<file path="config.mk">
export PLATFORM = sky130hd
export DESIGN_NAME = bsg_chip_link_reset_sequencer
export DESIGN_NICKNAME = d
export VERILOG_FILES = /design/src/rtl/bsg_chip_link_reset_sequencer.sv
export SDC_FILE = /design/constraint.sdc
export NUM_CORES = 1
export LEC_CHECK = 0
export BUFFER_PORTS_ARGS = -buffer_cell sky130_fd_sc_hd__buf_4
export CAP_MARGIN = 20
export CORE_ASPECT_RATIO = 1.75
export CORE_MARGIN = 1
export CORE_UTILIZATION = 35
export DETAILED_ROUTE_END_ITERATION = 8
export REMOVE_ABC_BUFFERS = 1
export SETUP_SLACK_MARGIN = 0.15
export SLEW_MARGIN = 25
export SYNTH_ARGS = -nofsm -noshare
export SYNTH_HDL_FRONTEND = slang
export SYNTH_SLANG_ARGS = --single-unit
</file>
<file path="constraint.sdc">
create_clock -name clk_i -period 2.8 [get_ports clk_i]
set_clock_uncertainty 0.05 [all_clocks]
set_input_delay 0.14 -clock clk_i [delete_from_list [all_inputs] [get_ports clk_i]]
set_output_delay 0.14 -clock clk_i [all_outputs]
set_load 0.02 [all_outputs]
</file>
<file path="src/rtl/bsg_chip_link_reset_sequencer.sv">
// Sequences io / token / core reset bring-up for a masked group of chip links,
// holding each phase for a programmable number of core cycles.
module bsg_chip_link_reset_sequencer #(
    parameter int num_links_p  = 16,
    parameter int wait_width_p = 16
) (
    input  logic                    clk_i,
    input  logic                    reset_i,
    input  logic                    start_i,
    input  logic [num_links_p-1:0]  link_mask_i,
    input  logic [wait_width_p-1:0] wait_cycles_i,
    output logic                    ready_o,
    output logic                    done_o,
    output logic [num_links_p-1:0]  link_io_reset_o,
    output logic [num_links_p-1:0]  link_core_reset_o,
    output logic [num_links_p-1:0]  link_token_reset_o
);

    typedef enum logic [2:0] {
        IDLE,
        ASSERT,
        TKN_ON,
        TKN_OFF,
        IO_REL,
        DONE
    } state_e;

    state_e state_r, state_n;

    logic [num_links_p-1:0]  mask_r, mask_n;
    logic [num_links_p-1:0]  io_r, io_n;
    logic [num_links_p-1:0]  core_r, core_n;
    logic [num_links_p-1:0]  tkn_r, tkn_n;
    logic [wait_width_p-1:0] reload_r, reload_n;
    logic [wait_width_p-1:0] cnt_r, cnt_n;
    logic [wait_width_p-1:0] start_reload;
    logic                    in_phase;
    logic                    phase_end;

    // A requested dwell of zero behaves exactly like a dwell of one.
    assign start_reload = (wait_cycles_i == '0) ? '0
                        : wait_cycles_i - wait_width_p'(1);

    assign in_phase  = (state_r == ASSERT) || (state_r == TKN_ON)
                    || (state_r == TKN_OFF) || (state_r == IO_REL);
    assign phase_end = (cnt_r == '0);

    always_comb begin
        state_n  = state_r;
        mask_n   = mask_r;
        reload_n = reload_r;
        cnt_n    = cnt_r;
        io_n     = io_r;
        core_n   = core_r;
        tkn_n    = tkn_r;

        if (in_phase) begin
            cnt_n = phase_end ? reload_r : cnt_r - wait_width_p'(1);
        end

        case (state_r)
            IDLE, DONE: begin
                if (start_i) begin
                    state_n  = ASSERT;
                    mask_n   = link_mask_i;
                    reload_n = start_reload;
                    cnt_n    = start_reload;
                    io_n     = io_r | link_mask_i;
                    core_n   = core_r | link_mask_i;
                    tkn_n    = tkn_r & ~link_mask_i;
                end
            end
            ASSERT: begin
                if (phase_end) begin
                    state_n = TKN_ON;
                    tkn_n   = tkn_r | mask_r;
                end
            end
            TKN_ON: begin
                if (phase_end) begin
                    state_n = TKN_OFF;
                    tkn_n   = tkn_r & ~mask_r;
                end
            end
            TKN_OFF: begin
                if (phase_end) begin
                    state_n = IO_REL;
                    io_n    = io_r & ~mask_r;
                end
            end
            IO_REL: begin
                if (phase_end) begin
                    state_n = DONE;
                    core_n  = core_r & ~mask_r;
                end
            end
            default: begin
                state_n = IDLE;
            end
        endcase
    end

    // Reset puts every link back into full reset and forgets any sequence in flight.
    always_ff @(posedge clk_i) begin
        if (reset_i) begin
            state_r  <= IDLE;
            mask_r   <= '0;
            reload_r <= '0;
            cnt_r    <= '0;
            io_r     <= '1;
            core_r   <= '1;
            tkn_r    <= '0;
        end else begin
            state_r  <= state_n;
            mask_r   <= mask_n;
            reload_r <= reload_n;
            cnt_r    <= cnt_n;
            io_r     <= io_n;
            core_r   <= core_n;
            tkn_r    <= tkn_n;
        end
    end

    assign ready_o            = (state_r == IDLE) || (state_r == DONE);
    assign done_o             = (state_r == DONE);
    assign link_io_reset_o    = io_r;
    assign link_core_reset_o  = core_r;
    assign link_token_reset_o = tkn_r;

endmodule

</file>
# Word level (Yosys, flattened, before mapping)

Cells that the tools add are included.

Flip-flop bits (word level): 99
Input port bits: 35
Output and inout port bits: 50
Logic and storage cells: 65

Add/subtract/negate cells: 2
Equality and inequality tests: 10
Multiplexer cells: 21
Bitwise gates (word level): 9
Reduce and logical (&&, ||, !) cells: 16

Operators with widths:

| kind                                                                  | number |
|---|---|
| 16-bit 2-to-1 mux                                                     | 12 |
| 16-bit AND                                                            | 4 |
| 16-bit case mux with 2 select lines                                   | 2 |
| 16-bit bitwise OR                                                     | 3 |
| 16-bit case mux with 3 select lines                                   | 1 |
| 16-bit zero test                                                      | 2 |
| 16-bit inverter                                                       | 2 |
| 16-bit by 1-bit subtractor with 16-bit output, second input constant  | 2 |
| 3-bit 2-to-1 mux                                                      | 5 |
| 3-bit case mux with 5 select lines                                    | 1 |
| 2-bit inequality test, second input constant                          | 5 |
| 3-bit by 2-bit equality test with 1-bit output, second input constant | 2 |
| 3-bit equality test, second input constant                            | 2 |
| 3-bit AND reduction                                                   | 2 |
| 5-bit AND reduction                                                   | 1 |
| 1-bit logical OR                                                      | 4 |
| 4-bit AND reduction                                                   | 1 |
| 2-bit nonzero test                                                    | 2 |
| 3-bit by 1-bit equality test with 1-bit output, second input constant | 1 |
| 3-bit zero test                                                       | 1 |
| 3-bit nonzero test                                                    | 1 |
| 2-bit AND reduction                                                   | 1 |
| 2-bit OR reduction                                                    | 1 |

# Depth between registers and ports, before layout

Gate-level depths: netlist of the first run.

Depth after elaboration: 7
Mapped depth: 10
Gate-level depth less buffers: 7

# Worst setup path after synthesis of the first run

No wires, ideal clock.

Kind: flip-flop to flip-flop
Start point: register cnt_r[4]
End point: register core_r[12], in the netlist link_core_reset_o[12]
Library setup time: 122 ps
Arrival time: 1984 ps
Required time: 2628 ps
Slack: 644 ps
Stages on the path, launching flop included: 10
Path buffers: 4
Clock period less this slack: 2156 ps
Cells stage by stage: dfxtp_1 -> buf_2 -> nor4_4 -> and4_1 -> buf_2 -> and4_1 -> buf_2 -> buf_6 -> nand2_1 -> a221o_1

Cells in the longest elaborated chain, start to end: 3

RTL lines:

| what                                   | RTL line | text |
|---|---|---|
| start: declaration                     | 35       | `logic [wait_width_p-1:0] cnt_r, cnt_n;` |
| start signal: assignment               | 117      | `cnt_r <= cnt_n;` |
| 16-bit zero test                       | 46       | `assign phase_end = (cnt_r == '0);` |
| 2-bit inequality test (no source line) | --       |  |
| 3-bit AND reduction (no source line)   | --       |  |
| end signal: assignment                 | 119      | `core_r <= core_n;` |
| end: declaration                       | 32       | `logic [num_links_p-1:0] core_r, core_n;` |

No other way between the ends.
A chain may end at the register's enable or synchronous reset.

# Worst setup path in the final report of the first run

Start point: register cnt_r[0]
End point: register core_r[10], in the netlist link_core_reset_o[10]

Same word-level chain as after synthesis.

==> results of run 1 <==
==> worst max-delay path: stages, from the launching register on <==
cell	delay (ns)
sky130_fd_sc_hd__dfxtp_1	0.36
sky130_fd_sc_hd__inv_1	0.11
sky130_fd_sc_hd__ha_1	0.18
sky130_fd_sc_hd__nor3b_1	0.31
sky130_fd_sc_hd__and4_1	0.45
sky130_fd_sc_hd__and4_1	0.23
sky130_fd_sc_hd__buf_4	0.24
sky130_fd_sc_hd__nand2_1	0.09
sky130_fd_sc_hd__a221o_1	0.29
==> stage by stage <==
step           hold WS [ns]  instances
2_1_floorplan         0.159        525
3_3_place_gp          0.343        794
3_5_place_dp          0.347        794
4_1_cts             0.00348        820
5_1_grt             0.00503        820
6_report             0.0163        820
==> logic make-up (layout without fill, tap and decap cells) <==
logic type | count (synthesis) | after routing | synth area share
AOI/OAI and AO/OA | 178 | 178 | 0.239
xor gates and xnor gates | 16 | 16 | 0.0297
adders and majority gates | 4 | 4 | 0.0106
DFF | 99 | 99 | 0.420
buffers and inverters | 53 | 133 | 0.0461
muxes | 18 | 18 | 0.0382
and+or+nand+nor | 201 | 201 | 0.217
==> cells in the mapped netlist (2+ instances only) <==
cell type / instances / share of area
sky130_fd_sc_hd__nor3b_1: 2 / 0.0032
sky130_fd_sc_hd__nor2b_1: 4 / 0.0053
sky130_fd_sc_hd__o41ai_1: 2 / 0.0037
sky130_fd_sc_hd__inv_1: 9 / 0.0072
sky130_fd_sc_hd__or2_2: 8 / 0.011
sky130_fd_sc_hd__buf_2: 6 / 0.0064
sky130_fd_sc_hd__a211oi_1: 3 / 0.0048
sky130_fd_sc_hd__dfxtp_1: 99 / 0.42
sky130_fd_sc_hd__nand2_1: 93 / 0.074
sky130_fd_sc_hd__nand2b_1: 4 / 0.0053
sky130_fd_sc_hd__nor4_4: 2 / 0.0090
sky130_fd_sc_hd__a221o_1: 17 / 0.036
sky130_fd_sc_hd__nor3_1: 12 / 0.013
sky130_fd_sc_hd__and2_1: 3 / 0.0040
sky130_fd_sc_hd__clkbuf_1: 34 / 0.027
sky130_fd_sc_hd__o221ai_1: 5 / 0.0093
sky130_fd_sc_hd__or3b_2: 2 / 0.0037
sky130_fd_sc_hd__o22ai_1: 5 / 0.0066
sky130_fd_sc_hd__nand3_1: 8 / 0.0085
sky130_fd_sc_hd__or4_1: 8 / 0.013
sky130_fd_sc_hd__or2_1: 8 / 0.011
sky130_fd_sc_hd__o311ai_0: 3 / 0.0056
sky130_fd_sc_hd__a2bb2oi_1: 11 / 0.020
sky130_fd_sc_hd__or3_1: 4 / 0.0053
sky130_fd_sc_hd__o21ai_0: 25 / 0.027
sky130_fd_sc_hd__a311o_1: 2 / 0.0042
sky130_fd_sc_hd__o21ai_1: 2 / 0.0021
sky130_fd_sc_hd__xor2_1: 8 / 0.015
sky130_fd_sc_hd__buf_1: 2 / 0.0016
sky130_fd_sc_hd__and4_1: 2 / 0.0037
sky130_fd_sc_hd__xnor2_1: 8 / 0.015
sky130_fd_sc_hd__o211ai_1: 3 / 0.0048
sky130_fd_sc_hd__nand4_1: 3 / 0.0040
sky130_fd_sc_hd__a21oi_1: 87 / 0.092
sky130_fd_sc_hd__ha_1: 4 / 0.011
sky130_fd_sc_hd__nor2_1: 22 / 0.017
sky130_fd_sc_hd__o21a_1: 2 / 0.0032
sky130_fd_sc_hd__nor4_1: 10 / 0.013
sky130_fd_sc_hd__mux2i_1: 18 / 0.038
sky130_fd_sc_hd__a22oi_1: 2 / 0.0032
==> report_power, final <==
group | leakage, nW | switching (mW) | total, mW | internal [mW]
Combinational | 1.19 | 0.556 | 0.925 | 0.368
Clock | 0.146 | 0.533 | 1.25 | 0.721
Sequential | 0.807 | 0.123 | 1.62 | 1.50
==> sequential cells by signal (all words and copies together) (netlist names) <==
register and count:
link_token_reset_o 16, link_core_reset_o 16, reload_r 16, mask_r 16
cnt_r 16, link_io_reset_o 16, state_r 3
==> placed cells by master, fill, tap and decap left out, types with 4 or more instances in the layout <==
| cell | n |
|---|---|
| sky130_fd_sc_hd__xnor2_1 | 8 |
| sky130_fd_sc_hd__nand3_1 | 8 |
| sky130_fd_sc_hd__a221o_1 | 17 |
| sky130_fd_sc_hd__nand2b_1 | 4 |
| sky130_fd_sc_hd__nor2b_1 | 4 |
| sky130_fd_sc_hd__nor2_1 | 21 |
| sky130_fd_sc_hd__ha_1 | 4 |
| sky130_fd_sc_hd__mux2i_1 | 18 |
| sky130_fd_sc_hd__or2_2 | 8 |
| sky130_fd_sc_hd__or2_1 | 8 |
| sky130_fd_sc_hd__dfxtp_1 | 99 |
| sky130_fd_sc_hd__xor2_1 | 8 |
| sky130_fd_sc_hd__inv_1 | 9 |
| sky130_fd_sc_hd__dlygate4sd3_1 | 10 |
| sky130_fd_sc_hd__or3_1 | 4 |
| sky130_fd_sc_hd__nor4_1 | 10 |
| sky130_fd_sc_hd__nand2_1 | 93 |
| sky130_fd_sc_hd__or4_1 | 8 |
| sky130_fd_sc_hd__buf_4 | 97 |
| sky130_fd_sc_hd__o21ai_0 | 25 |
| sky130_fd_sc_hd__a2bb2oi_1 | 11 |
| sky130_fd_sc_hd__o22ai_1 | 5 |
| sky130_fd_sc_hd__o221ai_1 | 5 |
| sky130_fd_sc_hd__a21oi_1 | 87 |
| sky130_fd_sc_hd__clkbuf_16 | 9 |
| sky130_fd_sc_hd__nor3_1 | 12 |
==> routing by layer <==
| metal | track usage | wire [um] |
|---|---|---|
| met3 | 0.0336 | 542 |
| met1 | 0.201 | 5090 |
| met5 | 0 | 0 |
| met4 | 0.0812 | 240 |
| met2 | 0.349 | 6870 |
==> cell type report <==
type / instances / area [um^2]
clock buffer: 11 / 243
clock inverter: 5 / 60.1
fill: 1314 / 7170
inverter: 9 / 33.8
multi-input combinational: 417 / 2520
sequential: 99 / 1980
tap: 171 / 214
timing repair buffer: 108 / 848
==> final timing paths <==
kind	slack, ns	startpoint	endpoint	depth (start not counted)
hold / removal	0.02	link_mask_i[10]	link_core_reset_o[10]	2
hold reg to reg	0.41	reload_r[10]	reload_r[10]	2
setup reg to reg	0.37	cnt_r[0]	link_core_reset_o[10]	8
setup / recovery	0.37	cnt_r[0]	link_core_reset_o[10]	8
==> repair_timing <==
| item | 4_1_cts | 5_1_grt |
|---|---|---|
| hold buffers | 10 | 0 |
| endpoints found under the setup margin | 0 | 0 |
| endpoints found under the hold margin | 15 | 0 |
==> results.sh, run 1 <==
export IMPL_antenna_cells_inserted=0
export IMPL_ys_warn_count=0
export IMPL_postPlaceCellArea_mm2=0.00550
export IMPL_synth_yosys_seq_area_share=0.420
export IMPL_syn_to_final_growth_pct=25.1
export IMPL_syn_area_per_cell_um2=8.30
export IMPL_worstSetupEndpointType="flop"
export IMPL_worst_setup_hold_path_clk_slew_ns=0.07
export IMPL_maxCapViolations=0
export IMPL_postLayoutSetupSlackWorst_ns=0.372
export IMPL_rsz0062_at_grt="no"
export IMPL_number_of_buffers_on_the_longest_clock_path=2
export IMPL_antenna_found_initial=0
export IMPL_overflow=0
export IMPL_layout_nets=683
export IMPL_start_kind="flop"
export IMPL_post_route_cell_area_mm2=0.00591
export IMPL_cellPowerDensity_mw_per_mm2=643
export IMPL_chipWidth_um=89.8
export IMPL_ys_async_sr_fraction=0
export IMPL_initial_utilization=0.361
export IMPL_maximum_number_of_pins_on_one_net_before_global_route_repair=58
export IMPL_post_drt_via_cell_ratio=5.48
export IMPL_ioPinCount=85
export IMPL_post_cts_resized=0
export IMPL_design_power_total_mw=3.80
export IMPL_routed_wl_um=12700
export IMPL_antenna_left=0
export IMPL_post_synth_edffs=0
export IMPL_cell_rows=55
export IMPL_place_gp_congestion=0.949
export IMPL_critPathRequiredTime_ns=2.98
export IMPL_coreArea_mm2=0.0131
export IMPL_fmaxAchievable_ghz=0.412
export IMPL_wl_per_instance_um=15.5
export IMPL_via_count_of_the_first_global_routing_pass=4280
export IMPL_synth_ff_type="sky130_fd_sc_hd__dfxtp_1"
export IMPL_synth_cells=569
export IMPL_first_pass_grt_wire_length_um=21000
export IMPL_drt_drc_violations_left=0
export IMPL_floorplan_die_area_mm2=0.0140
export IMPL_htree_num_levels=3
export IMPL_yosys_register_bits=99
export IMPL_clock_insertion_delay_worst_skew_ns=0.34
export IMPL_final_hold_viol_count=0
export IMPL_layout_drive_gt1_share=0.203
export IMPL_finish_stage_setup_viols=0
export IMPL_worstPathArrival_ns=2.61
export IMPL_timing_worst_slew_pin_value_ns=0.684
export IMPL_critical_path_peak_fanout=16
export IMPL_synthesis_area_mm2=0.00472
export IMPL_tot_gr_track_use=0.186
export IMPL_peakVddDrop_mv=0.295
export IMPL_tritoncts="built"
export IMPL_total_leakage_power_nw=2.14
export IMPL_min_cycle_time_layout_ns=2.43
export IMPL_route_vias_total=4491
export IMPL_timing_slew_headroom=0.542
export IMPL_holdCritPathClass="input port to flop"
export IMPL_final_period_util=0.867
export IMPL_hpwl_um=9130
export IMPL_dp_worst_setup_slack_ns=0.400
export IMPL_die_ht_um=156
export IMPL_drv_slew=0
export IMPL_post_synth_num_cell_types=57
export IMPL_io_buffers=84
export IMPL_cts_num_sinks=99
export IMPL_totalNegativeSetupSlack_ns=0
export IMPL_post_cts_setup_buffer_count=0
export IMPL_cp_class="flop to flop"
export IMPL_result_of_the_run="finished clean"
export IMPL_drtIter0Drc=192
export IMPL_numCtsBuffers=9
export IMPL_clock_root_buffer="sky130_fd_sc_hd__clkbuf_16"
export IMPL_utilization=0.452
export IMPL_drtPass1Iterations=5
No activity file was read; power rests on OpenSTA's default activity.
==> run 2, diff against run 1 <==
--- a/config.mk
+++ b/config.mk
@@ -9,5 +9,4 @@
 export CAP_MARGIN = 20
 export CORE_ASPECT_RATIO = 1.75
-export CORE_MARGIN = 1
 export CORE_UTILIZATION = 35
 export DETAILED_ROUTE_END_ITERATION = 8
==> constraint.sdc (replaced) <==
create_clock -name clk_i -period 2.8 [get_ports clk_i]
set_clock_uncertainty 0.05 [all_clocks]
set_input_delay 0.7 -clock clk_i [delete_from_list [all_inputs] [get_ports clk_i]]
set_output_delay 0.7 -clock clk_i [all_outputs]
set_load 0.02 [all_outputs]
==> run 2 against run 1 <==
Setup slack improved by 0.070 ns. Critical path type unchanged. Wire length rose by 1.5%. Global-route usage rose by 0.075 points.
==> results.sh, run 2 (synthesized netlist as in run 1, its figures left out) <==
export IMPL_drv_slew=0
export IMPL_dp_worst_setup_slack_ns=0.180
export IMPL_post_route_cell_area_mm2=0.00585
export IMPL_worstPathArrival_ns=2.52
export IMPL_rsz0062_at_grt="no"
export IMPL_layout_drive_gt1_share=0.214
export IMPL_start_kind="flop"
export IMPL_antenna_found_initial=0
export IMPL_hpwl_um=9140
export IMPL_number_of_buffers_on_the_longest_clock_path=2
export IMPL_cp_class="flop to flop"
export IMPL_layout_filler_cells=1318
export IMPL_timing_slew_headroom=0.542
export IMPL_routed_wl_um=12900
export IMPL_route_vias_total=4562
export IMPL_fin_cells=816
export IMPL_cellPowerDensity_mw_per_mm2=653
export IMPL_initial_utilization=0.361
export IMPL_timing_rr_start="cnt_r[0]"
export IMPL_drtPass1Iterations=5
export IMPL_maximum_number_of_pins_on_one_net_before_global_route_repair=52
export IMPL_postPlaceCellArea_mm2=0.00555
export IMPL_antenna_cells_inserted=0
export IMPL_tot_gr_track_use=0.186
export IMPL_first_pass_grt_wire_length_um=21200
export IMPL_worstSetupEndpointType="flop"
export IMPL_min_cycle_time_layout_ns=2.36
export IMPL_fmaxAchievable_ghz=0.424
export IMPL_floorplan_die_area_mm2=0.0140
export IMPL_holdCritPathClass="flop to flop"
export IMPL_final_hold_viol_count=0
export IMPL_coreArea_mm2=0.0131
export IMPL_place_detailed_instances=800
export IMPL_ioPinCount=85
export IMPL_overflow=0
export IMPL_rr_worst_depth=7
export IMPL_numCtsBuffers=9
export IMPL_wl_per_instance_um=15.9
export IMPL_timing_reg2reg_setup_slack_ns=0.44
export IMPL_drtIter0Drc=184
export IMPL_critPathRequiredTime_ns=2.96
export IMPL_timing_worst_slew_pin_value_ns=0.684
export IMPL_peakVddDrop_mv=0.264
export IMPL_worst_setup_hold_path_clk_slew_ns=0.07
export IMPL_cell_rows=55
export IMPL_most_common_layout_cells="sky130_fd_sc_hd__buf_4, sky130_fd_sc_hd__dfxtp_1, sky130_fd_sc_hd__nand2_1, sky130_fd_sc_hd__a21oi_1, sky130_fd_sc_hd__o21ai_0"
export IMPL_post_drt_via_cell_ratio=5.59
export IMPL_layout_nets=679
export IMPL_io_buffers=84
export IMPL_cts_hold_buffers_added=0
export IMPL_post_cts_setup_buffer_count=0
export IMPL_tritoncts="built"
export IMPL_critical_path_peak_fanout=16
export IMPL_crit_end="link_token_reset_o[7]"
export IMPL_antenna_left=0
export IMPL_via_count_of_the_first_global_routing_pass=4288
export IMPL_postLayoutSetupSlackWorst_ns=0.442
export IMPL_total_leakage_power_nw=2.12
export IMPL_post_cts_resized=0
export IMPL_htree_num_levels=3
export IMPL_maxCapViolations=0
export IMPL_final_period_util=0.842
export IMPL_die_ht_um=156
export IMPL_clock_insertion_delay_worst_skew_ns=0.35
export IMPL_drt_drc_violations_left=0
export IMPL_place_gp_congestion=0.930
export IMPL_cts_num_sinks=99
export IMPL_chipWidth_um=89.8
export IMPL_syn_to_final_growth_pct=23.9
export IMPL_final_common_cell="sky130_fd_sc_hd__buf_4"
export IMPL_result_of_the_run="finished clean"
export IMPL_clock_root_buffer="sky130_fd_sc_hd__clkbuf_16"
export IMPL_startpoint="cnt_r[0]"
export IMPL_reg2reg_end="link_token_reset_o[7]"
export IMPL_totalNegativeSetupSlack_ns=0
export IMPL_finish_stage_setup_viols=0
## run 2: changes by cell type in the layout (fill, tap and decap cells not counted), sizes merged
cell and delta:
dlygate4sd3 -10, buf +6, clkinv -2, clkinvlp +2
clkbuf -1, inv +1
## run 2: where the power goes
part | switching [mW] | leakage [nW] | total [mW] | internal [mW]
registers | 0.122 | 0.807 | 1.62 | 1.50
logic | 0.567 | 1.18 | 0.942 | 0.375
clock network | 0.557 | 0.137 | 1.26 | 0.703
## run 2: layout make-up
class	count	area (um^2)	share of cell area
timing repair buffer	104	793	0.136
clock inverter	6	72.6	0.0124
tap	171	214	0.0366
sequential	99	1980	0.339
multi-input combinational	417	2520	0.432
clock buffer	10	229	0.0391
inverter	9	33.8	0.00578
## run 2: per-layer routing
layer  track usage  part of all wire  routed length (um)
met5             0                 0                   0
met4        0.0703             0.017                 217
met3        0.0336             0.057                 737
met2         0.348              0.52                6760
met1         0.208              0.40                5220
## run 2: per-stage QoR
step	hold WS [ns]	power [mW]	util
after floorplan	0.370	2.21	-
after CTS	0.411	3.85	0.447
final	0.409	3.82	0.447
after global routing	0.436	4.00	0.447
after detailed placement	0.402	2.58	0.424
after global placement	0.383	2.56	0.424
## run 2: how the worst min path moves through the flow
stage	slack, ns	depth (start not counted)	to	start
6_report	0.41	2	reload_r[10]	reload_r[10]
3_5_place_dp	0.40	2	reload_r[8]	reload_r[8]
2_1_floorplan	0.37	2	reload_r[15]	reload_r[15]
3_3_place_gp	0.38	2	reload_r[15]	reload_r[15]
4_1_cts	0.41	2	reload_r[8]	reload_r[8]
5_1_grt	0.44	2	reload_r[10]	reload_r[10]
## run 2: worst max-delay path: stages (launching register included)
cell and delay, ns:
sky130_fd_sc_hd__dfxtp_1 0.37, sky130_fd_sc_hd__inv_1 0.12, sky130_fd_sc_hd__ha_1 0.20, sky130_fd_sc_hd__nor4b_1 0.33
sky130_fd_sc_hd__nand4_2 0.24, sky130_fd_sc_hd__o31a_1 0.56, sky130_fd_sc_hd__o21ai_0 0.26, sky130_fd_sc_hd__a21oi_1 0.09
